### src/rtl/audio_adc_rx.sv
// Codec ADC serial receiver: oversamples BCLK/LRCK/ADCDAT and emits stereo sample pairs.
// Define AUD_RX_I2S_EN for Philips I2S framing; left-justified framing otherwise.
module audio_adc_rx #(
  parameter int DATA_WIDTH  = 16,
  parameter int SYNC_STAGES = 2
) (
  input  logic                  iCLK,
  input  logic                  iRST_N,
  input  logic                  iAUD_BCK,
  input  logic                  iAUD_LRCK,
  input  logic                  iAUD_ADCDAT,
  output logic [DATA_WIDTH-1:0] oAUD_inL,
  output logic [DATA_WIDTH-1:0] oAUD_inR,
  output logic                  oValid,
  output logic                  oFrameErr
);

  localparam int CW = $clog2(DATA_WIDTH + 1);
  localparam logic [CW-1:0] CNT_LAST = CW'(DATA_WIDTH - 1);

  typedef enum logic [2:0] {
    ALIGN   = 3'd0,
    SHIFT_L = 3'd1,
    SHIFT_R = 3'd2,
    WAIT_L  = 3'd3,
    WAIT_R  = 3'd4
  } state_t;

  logic [SYNC_STAGES-1:0] bck_sync_r, lrck_sync_r, dat_sync_r;
  logic                   bck_prev_r, lrck_prev_r;
  logic                   bck_rise_r, lrck_rise_r, lrck_fall_r, dat_r;

  state_t                 state_r;
  logic [DATA_WIDTH-1:0]  shift_r, hold_l_r, hold_r_r;
  logic [CW-1:0]          cnt_r;
  logic                   skip_r, bad_r;

  logic [DATA_WIDTH-1:0]  shift_word_s;
  logic                   start_l_s, start_r_s, enter_skip_s;
  logic [CW-1:0]          enter_cnt_s;

  // Input synchronizers plus registered edge strobes; data is delayed to line up with them
  always_ff @(posedge iCLK or negedge iRST_N) begin
    if (!iRST_N) begin
      bck_sync_r  <= '0;
      lrck_sync_r <= '0;
      dat_sync_r  <= '0;
      bck_prev_r  <= 1'b0;
      lrck_prev_r <= 1'b0;
      bck_rise_r  <= 1'b0;
      lrck_rise_r <= 1'b0;
      lrck_fall_r <= 1'b0;
      dat_r       <= 1'b0;
    end else begin
      bck_sync_r  <= {bck_sync_r[SYNC_STAGES-2:0], iAUD_BCK};
      lrck_sync_r <= {lrck_sync_r[SYNC_STAGES-2:0], iAUD_LRCK};
      dat_sync_r  <= {dat_sync_r[SYNC_STAGES-2:0], iAUD_ADCDAT};
      bck_prev_r  <= bck_sync_r[SYNC_STAGES-1];
      lrck_prev_r <= lrck_sync_r[SYNC_STAGES-1];
      bck_rise_r  <= bck_sync_r[SYNC_STAGES-1] & ~bck_prev_r;
      lrck_rise_r <= lrck_sync_r[SYNC_STAGES-1] & ~lrck_prev_r;
      lrck_fall_r <= ~lrck_sync_r[SYNC_STAGES-1] & lrck_prev_r;
      dat_r       <= dat_sync_r[SYNC_STAGES-1];
    end
  end

  // Channel-start decoding and the counter/skip state loaded when a new word begins
  always_comb begin
    shift_word_s = {shift_r[DATA_WIDTH-2:0], dat_r};
`ifdef AUD_RX_I2S_EN
    start_l_s    = lrck_fall_r;
    start_r_s    = lrck_rise_r;
    // A BCLK edge coincident with the LRCK edge is the skipped one
    enter_cnt_s  = '0;
    enter_skip_s = ~bck_rise_r;
`else
    start_l_s    = lrck_rise_r;
    start_r_s    = lrck_fall_r;
    // A BCLK edge coincident with the LRCK edge already carries the MSB
    enter_cnt_s  = {{(CW-1){1'b0}}, bck_rise_r};
    enter_skip_s = 1'b0;
`endif
  end

  // Framing FSM with registered sample outputs and strobes
  always_ff @(posedge iCLK or negedge iRST_N) begin
    if (!iRST_N) begin
      state_r   <= ALIGN;
      shift_r   <= '0;
      hold_l_r  <= '0;
      hold_r_r  <= '0;
      cnt_r     <= '0;
      skip_r    <= 1'b0;
      bad_r     <= 1'b0;
      oAUD_inL  <= '0;
      oAUD_inR  <= '0;
      oValid    <= 1'b0;
      oFrameErr <= 1'b0;
    end else begin
      oValid    <= 1'b0;
      oFrameErr <= 1'b0;
      case (state_r)
        ALIGN: begin
          if (start_l_s) begin
            state_r <= SHIFT_L;
            cnt_r   <= enter_cnt_s;
            skip_r  <= enter_skip_s;
            bad_r   <= 1'b0;
            if (bck_rise_r) shift_r <= shift_word_s;
          end
        end
        SHIFT_L, SHIFT_R: begin
          if (start_l_s || start_r_s) begin
            // Word truncated by an early LRCK edge; a lost left word spoils the whole frame
            oFrameErr <= 1'b1;
            state_r   <= start_l_s ? SHIFT_L : SHIFT_R;
            cnt_r     <= enter_cnt_s;
            skip_r    <= enter_skip_s;
            bad_r     <= start_r_s;
            if (bck_rise_r) shift_r <= shift_word_s;
          end else if (bck_rise_r) begin
            if (skip_r) begin
              skip_r <= 1'b0;
            end else begin
              shift_r <= shift_word_s;
              cnt_r   <= cnt_r + CW'(1);
              if (cnt_r == CNT_LAST) begin
                if (state_r == SHIFT_L) begin
                  hold_l_r <= shift_word_s;
                  state_r  <= WAIT_L;
                end else begin
                  hold_r_r <= shift_word_s;
                  state_r  <= WAIT_R;
                end
              end
            end
          end
        end
        WAIT_L: begin
          if (start_r_s) begin
            state_r <= SHIFT_R;
            cnt_r   <= enter_cnt_s;
            skip_r  <= enter_skip_s;
            if (bck_rise_r) shift_r <= shift_word_s;
          end
        end
        WAIT_R: begin
          if (start_l_s) begin
            if (!bad_r) begin
              oAUD_inL <= hold_l_r;
              oAUD_inR <= hold_r_r;
              oValid   <= 1'b1;
            end
            bad_r   <= 1'b0;
            state_r <= SHIFT_L;
            cnt_r   <= enter_cnt_s;
            skip_r  <= enter_skip_s;
            if (bck_rise_r) shift_r <= shift_word_s;
          end
        end
        default: state_r <= ALIGN;
      endcase
    end
  end

endmodule

### config.mk
export PLATFORM = sky130hd
export DESIGN_NAME = audio_adc_rx
export DESIGN_NICKNAME = d
export VERILOG_FILES = /design/src/rtl/audio_adc_rx.sv
export SDC_FILE = /design/constraint.sdc
export NUM_CORES = 1
export LEC_CHECK = 0
export BUFFER_PORTS_ARGS = -buffer_cell sky130_fd_sc_hd__buf_4
export CORE_AREA = 2 2 105 107
export DETAILED_ROUTE_END_ITERATION = 6
export DIE_AREA = 0 0 107 109
export HOLD_SLACK_MARGIN = 0.05
export SYNTH_ARGS = -nofsm -noshare
export SYNTH_HDL_FRONTEND = slang
export SYNTH_SLANG_ARGS = --single-unit
### constraint.sdc
create_clock -name iCLK -period 2.91 [get_ports iCLK]
set_clock_uncertainty 0.2 [all_clocks]
set_input_delay 0.291 -clock iCLK [delete_from_list [all_inputs] [get_ports iCLK]]
set_output_delay 0.291 -clock iCLK [all_outputs]
set_load 0.01 [all_outputs]
# Word-level counts from Yosys, hierarchy flattened
# Cells that the tools add are included.
[totals] reg_bits=104 out_inout_bits=34 elab_cells=89 input_bits=5
[classes] n_addsub=1 reduce_logical=13 muxes=34 n_bitwise=10 n_eq_ne=11
[ops] cell="$mux 16" n=6
[ops] cell="$pmux 16 s3" n=1
[ops] cell="$mux 5" n=5
[ops] cell="$mux 3" n=7
[ops] cell="$pmux 5 s3" n=1
[ops] cell="$reduce_and 6->1" n=2
[ops] cell="$mux 1" n=10
[ops] cell="$reduce_and 5->1" n=2
[ops] cell="$ne 3x3->1 const B" n=3
[ops] cell="$pmux 3 s3" n=1
[ops] cell="$not 1->1" n=7
[ops] cell="$eq 3x2->1 const B" n=2
[ops] cell="$reduce_and 3->1" n=2
[ops] cell="$add 5x1->5 const B" n=1
[ops] cell="$eq 5x4->1 const B" n=1
[ops] cell="$ne 2x2->1 const B" n=2
[ops] cell="$reduce_and 4->1" n=1
[ops] cell="$reduce_or 2->1" n=2
[ops] cell="$and 1x1->1" n=3
[ops] cell="$eq 3x1->1 const B" n=1
[ops] cell="$eq 3x3->1 const B" n=1
[ops] cell="$logic_not 3->1" n=1
[ops] cell="$pmux 1 s3" n=1
[ops] cell="$reduce_bool 3->1" n=1
[ops] cell="5 further kinds" n=5

# Logic depth before layout (Yosys ltp)
# Gate-level depths: netlist (run 1).
[depth] ltp_word=7 depth_mapped=8 ltp_nobuf=6

# Least setup slack after synthesis (run 1)
# No wires, ideal clock.
[synth_path] path_type="reg2reg" startpoint="reg cnt_r[0]" endpoint="reg hold_l_r[10]" setup_ns=0.125 slack_ns=0.686 path_stages_with_launch=9 t_arrival_ns=1.899 cell_sequence="dfrtp_1 -> ha_1 -> and3_1 -> ha_1 -> and4_1 -> and3b_1 -> buf_2 -> buf_4 -> mux2_2"
[synth_between] elab_chain_cells=2
[synth_lines] item="from (decl)" line="35" rtl="logic [CW-1:0] cnt_r;"
[synth_lines] item="from (signal assigned)" line="106" rtl="cnt_r <= enter_cnt_s;"
[synth_lines] item="from (signal assigned)" line="117" rtl="cnt_r <= enter_cnt_s;"
[synth_lines] item="from (signal assigned)" line="126" rtl="cnt_r <= cnt_r + CW'(1);"
[synth_lines] item="$eq 5x4->1" line="127" rtl="if (cnt_r == CNT_LAST) begin"
[synth_lines] item="$reduce_and 6->1 (no line)"
[synth_lines] item="to (signal assigned)" line="129" rtl="hold_l_r <= shift_word_s;"
[synth_lines] item="to (decl)" line="34" rtl="logic [DATA_WIDTH-1:0] shift_r, hold_l_r, hold_r_r;"
# Every way passes these cells.
# A chain may end at the register's enable or synchronous reset.

# Worst setup path after layout (run 1)
[layout_path] startpoint="reg cnt_r[0]" endpoint="reg hold_r_r[4]"
[layout_between] elab_chain_cells=2
[layout_lines] item="$eq 5x4->1" line="127"
[layout_lines] item="$reduce_and 6->1 (no line)"
[layout_lines] item="to (signal assigned)" line="132" rtl="hold_r_r <= shift_word_s;"
[layout_lines] item="to (decl)" line="34"
# Every way passes these cells.

==> results of run 1 <==
[final timing paths]
kind,startpoint,endpoint,slack [ns],cells after the start
min in group asynchronous,iRST_N,oAUD_inR[1],0.28,2
max in group asynchronous,iRST_N,hold_l_r[8],1.55,3
worst min-delay path,lrck_sync_r[0],lrck_sync_r[1],0.16,0
worst min register to register,lrck_sync_r[0],lrck_sync_r[1],0.16,0
worst max-delay path,cnt_r[0],hold_r_r[4],0.54,6
worst max register to register,cnt_r[0],hold_r_r[4],0.54,6
[metal layers]
metal	global-route usage (%)	up-vias	wire (um)
met5	0	-	0
li1	-	1002	-
met3	3.47	6	198
met2	17.9	40	2940
met4	4.17	0	84
met1	16.4	1080	3030
[sequential cells by signal, indices dropped and copies added, names as in the netlist]
register	cells
lrck_sync_r	2
bad_r	1
shift_r	15
hold_r_r	16
lrck_rise_r	1
cnt_r	5
dat_sync_r	2
lrck_prev_r	1
oAUD_inL	16
lrck_fall_r	1
bck_sync_r	2
state_r	3
bck_rise_r	1
bck_prev_r	1
hold_l_r	16
oFrameErr	1
dat_r	1
oAUD_inR	16
oValid	1
[logic make-up (layout without fill, tap and decap cells)]
family	after synthesis	after routing	synth area share [%]
adders and majority gates	2	2	0.612
AOI/OAI and AO/OA	20	20	3.46
xor gates and xnor gates	1	1	0.214
muxes	81	81	25.0
and+or+nand+nor	32	32	4.56
DFF	102	102	62.4
buffers and inverters	21	69	3.82
[cell type report]
class / instances / area share, %
tap: 140 / 3.72
timing repair buffer: 46 / 7.82
inverter: 7 / 0.559
clock inverter: 6 / 1.33
multi-input combinational: 136 / 29.4
clock buffer: 10 / 2.93
sequential: 102 / 54.3
[critical path: stages, from the launching register on]
cell and delay [ns]:
dfrtp_1 0.43, ha_1 0.24, and3_1 0.19, ha_1 0.19, and4_1 0.22, nand3b_2 0.40, mux2_2 0.40
[through the flow]
step                utilization [%]  power [uW]
floorplan                         -        2010
global placement               42.1        2110
detailed placement             42.1        2130
CTS                            44.4        3000
global route                   44.4        3140
finish                         44.4        2960
[where the power goes]
group	internal (uW)	total, uW	switching [uW]
Clock	357	858	501
Sequential	1550	1720	167
Combinational	209	380	171
Total	2120	2960	839
[layout by cell type (no fill, tap or decap), drive strengths merged, types with 2 or more instances in the layout]
| master | n |
|---|---|
| o211ai | 3 |
| or4 | 2 |
| nand3b | 2 |
| clkinv | 3 |
| buf | 42 |
| ha | 2 |
| dfrtp | 102 |
| nor2 | 3 |
| nand2 | 7 |
| o31ai | 3 |
| dlygate4sd3 | 4 |
| nor3 | 4 |
| nor2b | 4 |
| clkbuf | 10 |
| a21oi | 3 |
| inv | 10 |
| o21ai | 3 |
| nand3 | 2 |
| mux2 | 81 |
[what timing repair did]
item	CTS	global route
endpoints found under the hold margin	50	0
hold buffers	4	0
setup buffers	0	0
==> results by group, run 1 <==
Status
  • Status: finished clean

Synthesis
  • Mean Syn Cell Area: 15.8 um2
  • Synth top area share: 62.4%
  • Ys flop type: dfrtp_1
  • Number of synthesized flops with an enable pin: 0
  • Most common cell in the netlist: dfrtp_1
  • Post-synthesis cell type count: 40
  • Synth Cell Area: 0.00409 mm2
  • Synth Register Bits: 102
  • Top cells by count, synth: 102 x dfrtp_1, 52 x mux2_2, 29 x mux2_4
  • Async S/R FF share, synth: 100%
  • Sequential fraction of the synthesis area: 62.4%
  • Main area contributors after synthesis: dfrtp_1 62%, mux2_2 14%, mux2_4 11%, buf_12 1.5%, inv_1 0.64%
  • Synth Instances: 259
  • Dominant cell type by area after synthesis: dfrtp_1
  • Synthesized Nets: 266
  • Yosys warnings: 0

Global routing
  • GRT overflow: 0
  • Antenna violations before repair: 0
  • First-pass GRT wire length: 10.7 mm
  • GRT Total Usage: 11.9%
  • Number of global-route vias before repair: 2145
  • Largest net degree at the start of global routing: 56

STA
  • Part of the cycle the worst path needs: 81.5%
  • Setup Total Neg Slack: 0 ns
  • Setup violators final: 0
  • WHS: 0.156 ns
  • Fmax: 422 MHz
  • Hold Vio Cnt, Final: 0
  • Relative slew slack: 50.5%
  • Worst-Margin Slew: 0.739 ns
  • Pins over their slew limit: 0
  • RSZ-0062 raised after global routing: no
  • Final min period: 2.37 ns
  • Worst setup margin: 0.539 ns

Finish
  • Post-Layout Cell Count: 447
  • Final instance area: 0.00470 mm2
  • Filler cell count: 952
  • Area Growth Syn to Fin: 15.0%
  • Area taken by multi-input logic gates: 0.00138 mm2
  • Share of layout cells above drive strength 1: 45.9%
  • Register area: 0.00255 mm2
  • Antenna diodes: 0
  • Final #Nets: 309

Place
  • Cell Area, Placed: 0.00446 mm2
  • Detailed placement HPWL: 4.12 mm
  • Placed Cells: 427
  • Place WS: 0.523 ns
  • GPL Wtd Cong: 0.670
  • Port buffer count: 38

Power
  • P per Cell Area: 628 mW/mm2
  • Worst vdd ir: 272 uV
  • Pleak: 0.00243 uW

Routing
  • DRT Pass-1 Iters: 4
  • DR DRC count: 0
  • Final ANT Viol Nets: 0
  • Average wire per standard cell: 14.0 um
  • WL final: 6.25 mm
  • Vias per Instance: 4.76
  • Vias: 2128
  • DRT iter0 DRCs: 83

Run
  • Max-Cap Viols: 0

Floorplanning
  • Die Ht: 109 um
  • Die W: 107 um
  • Core area: 0.0106 mm2
  • Cell row count: 38
  • Initial core utilization: 38.6%
  • Die ar.: 0.0117 mm2
  • Number of I/O pins: 39

Clock network
  • Clock latency on the worst-skew pair: 0.35 ns
  • H-Tree Depth: 3
  • Clock transition at path regs: 0.10 ns
  • CTS tree: built
  • Clk sinks: 102
  • CTS max path bufs: 2
  • CTS resizes: 0
  • CTS buffer count: 9
  • Root Buffer: clkbuf_8

Setup path
  • Crit path launch type: flip-flop
  • CP required: 2.95 ns
  • CP Capture Type: flip-flop
  • Type of the worst setup path: flip-flop to flip-flop
  • Worst-path maximum fanout: 16
  • Worst EP arrival: 2.42 ns

Min path
  • Min-delay worst type: flip-flop to flip-flop
Note: power is estimated with default switching activity, not from simulation.
==> inputs of run 2 (changes only) <==
==> constraint.sdc (replaced) <==
create_clock -name iCLK -period 2.4 [get_ports iCLK]
set_clock_uncertainty 0.2 [all_clocks]
set_input_delay 0.24 -clock iCLK [delete_from_list [all_inputs] [get_ports iCLK]]
set_output_delay 0.24 -clock iCLK [all_outputs]
set_load 0.01 [all_outputs]
==> results by group, run 2 (synthesis gave the netlist of run 1 again) <==
Status
  • Status: finished clean

Global routing
  • First-pass GRT wire length: 10.8 mm (+0.91%)
  • GRT Total Usage: 11.9% (+0.089 points)
  • Number of global-route vias before repair: 2094 (-2.4%)
  • Antenna violations before repair: 0 (unchanged)
  • Largest net degree at the start of global routing: 54 (-3.6%)
  • GRT overflow: 0 (unchanged)

Place
  • Place WS: 0.192 ns (-0.331 ns)
  • Port buffer count: 38 (unchanged)
  • Detailed placement HPWL: 4.12 mm (about the same)
  • GPL Wtd Cong: 0.812 (+21%)

Floorplanning
  • Core area: 0.0106 mm2 (unchanged)
  • Number of I/O pins: 39 (unchanged)
  • Die W: 107 um (unchanged)
  • Die Ht: 109 um (unchanged)
  • Die ar.: 0.0117 mm2 (unchanged)
  • Initial core utilization: 38.6% (unchanged)
  • Cell row count: 38 (unchanged)

Run
  • Max-Cap Viols: 0 (unchanged)

Setup path
  • Crit path buf inv count: 1 (+1)
  • R2R setup slack: 0.19 ns (-0.35 ns)
  • Slowest CP cell: dfrtp_1
  • Crit path launch type: flip-flop
  • Worst-path maximum fanout: 8 (-8)
  • CP Capture Type: flip-flop
  • Crit path top cell by count: ha_1
  • CP peak stage delay: 0.40 ns (-0.03 ns)
  • Crit-path cells: ha_1, and3_1, ha_1, and4_1, and3b_1, buf_4, mux2_2
  • CP startpoint: cnt_r[0]
  • R2R cell count: 7 (+1)
  • Top delay family on crit path: simple AND/OR/NAND/NOR gates
  • CP required: 2.44 ns (-0.51 ns)
  • Worst EP arrival: 2.25 ns (-0.17 ns)
  • Reg2reg start: cnt_r[0]
  • Reg-to-reg endpoint: hold_l_r[15]
  • WP depth: 7 (+1)
  • Type of the worst setup path: flip-flop to flip-flop
  • Crit path capture: hold_l_r[15]

Routing
  • WL final: 6.34 mm (+1.4%)
  • Vias: 2124 (-0.19%)
  • DRT iter0 DRCs: 92 (+11%)
  • DR DRC count: 0 (unchanged)
  • Vias per Instance: 4.71 (-1.1%)
  • Final ANT Viol Nets: 0 (unchanged)
  • DRT Pass-1 Iters: 4 (unchanged)
  • Average wire per standard cell: 14.1 um (+0.54%)

Power
  • Logic gate share of total power: 14.5% (+1.6 points)
  • Switching share of power: 26.9% (-1.4 points)
  • Pleak: 0.00247 uW (+1.4%)
  • P per Cell Area: 789 mW/mm2 (+25%)
  • Internal: 2750 uW (+30%)
  • Sequential share of power: 54.1% (-4.0 points)
  • Clock power frac: 31.4% (+2.4 points)
  • Worst vdd ir: 431 uV (+59%)
  • Switching power: 1010 uW (+21%)

Clock network
  • Clk sinks: 102 (unchanged)
  • Clock transition at path regs: 0.09 ns (about the same)
  • Clock latency on the worst-skew pair: 0.36 ns (about the same)
  • CTS max path bufs: 2 (unchanged)
  • H-Tree Depth: 3 (unchanged)
  • CTS tree: built
  • CTS buffer count: 9 (unchanged)
  • Root Buffer: clkbuf_8
  • CTS resizes: 0 (unchanged)

STA
  • Part of the cycle the worst path needs: 92.1% (+11 points)
  • Worst-Margin Slew: 0.727 ns (-0.0125 ns)
  • Final min period: 2.21 ns (-0.160 ns)
  • Setup violators final: 0 (unchanged)
  • Fmax: 452 MHz (+7.2%)
  • Hold Vio Cnt, Final: 0 (unchanged)
  • RSZ-0062 raised after global routing: no
  • Pins over their slew limit: 0 (unchanged)
  • Relative slew slack: 51.3% (+0.84 points)
  • Setup Total Neg Slack: 0 ns (unchanged)
  • Worst setup margin: 0.189 ns (-0.350 ns)

Min path
  • Min-delay worst type: input pin to async pin

Finish
  • Most frequent cells in the layout: 102 x dfrtp_1, 52 x mux2_2, 45 x buf_4
  • Share of layout cells above drive strength 1: 46.6% (+0.70 points)
  • Antenna diodes: 0 (unchanged)
  • Final core area utilization: 45.0% (+0.64 points)
  • Final #Nets: 314 (+1.6%)
  • Area Growth Syn to Fin: 16.6%
  • Commonest non-fill, non-tap cell in the layout: dfrtp_1
run 2: cell types whose count changed in the layout (fill, tap and decap cells not counted):
cell        previous run  this run
buf_12                 1         2
buf_4                 41        45
bufinv_16              0         2
clkbuf_8              10         9
clkinv_4               2         1
clkinv_8               1         0
clkinvlp_4             0         1
inv_8                  1         0
run 2: worst min path at each step:
stage | startpoint | endpoint
2_1_floorplan | iRST_N | bad_r
6_report | iRST_N | lrck_sync_r[1]
3_3_place_gp | iRST_N | lrck_prev_r
3_5_place_dp | iRST_N | lrck_rise_r
5_1_grt | iRST_N | lrck_sync_r[1]
4_1_cts | iRST_N | lrck_rise_r
run 2: metal layers:
layer / global-route usage [%] / wire, um / part of all wire, % / vias to the layer above
met5: 0 / 0 / 0 / -
met4: 4.17 / 99 / 1.6 / 0
met3: 3.17 / 201 / 3.2 / 6
met2: 17.5 / 2890 / 46 / 30
met1: 17.2 / 3150 / 50 / 1080
li1: - / - / - / 1008
run 2: worst register-to-register path, cell delays in order, from the launching register on:
cell and delay, ns:
dfrtp_1 0.40, ha_1 0.20, and3_1 0.17, ha_1 0.16, and4_1 0.24, and3b_1 0.19
buf_4 0.19, mux2_2 0.35
run 2: power groups by stage:
stage	combinational (uW)	sequential, uW	clock (uW)
3_5_place_dp	548	2070	0
4_1_cts	555	2040	1220
5_1_grt	613	2070	1300
2_1_floorplan	427	2010	0
6_report	546	2030	1180
3_3_place_gp	530	2070	0
run 2: final cells by class:
class                   instances  area, um2
repair buffers                 51        418
well taps                     140        175
multi-input cells             136       1380
inverters                       7       26.3
flip-flops and latches        102       2550
clock inverters                 6       93.8
clock buffers                   9        124
fillers                       957       5830
run 2: metrics by stage:
| stage | cells | cell area, um2 | total power [uW] | hold slack [ns] |
|---|---|---|---|---|
| finish | 451 | 4770 | 3760 | 0.106 |
| global route | 451 | 4770 | 3980 | 0.136 |
| CTS | 451 | 4770 | 3810 | 0.105 |
| detailed placement | 432 | 4510 | 2620 | -0.0438 |
| global placement | 432 | 4510 | 2600 | -0.0470 |
| floorplan | 259 | 4090 | 2440 | -0.256 |
run 2: what timing repair did:
item	CTS	global route
endpoints found under the hold margin	105	0
setup endpoints to repair	0	0
hold buffers	4	0
buffers inserted	0	0
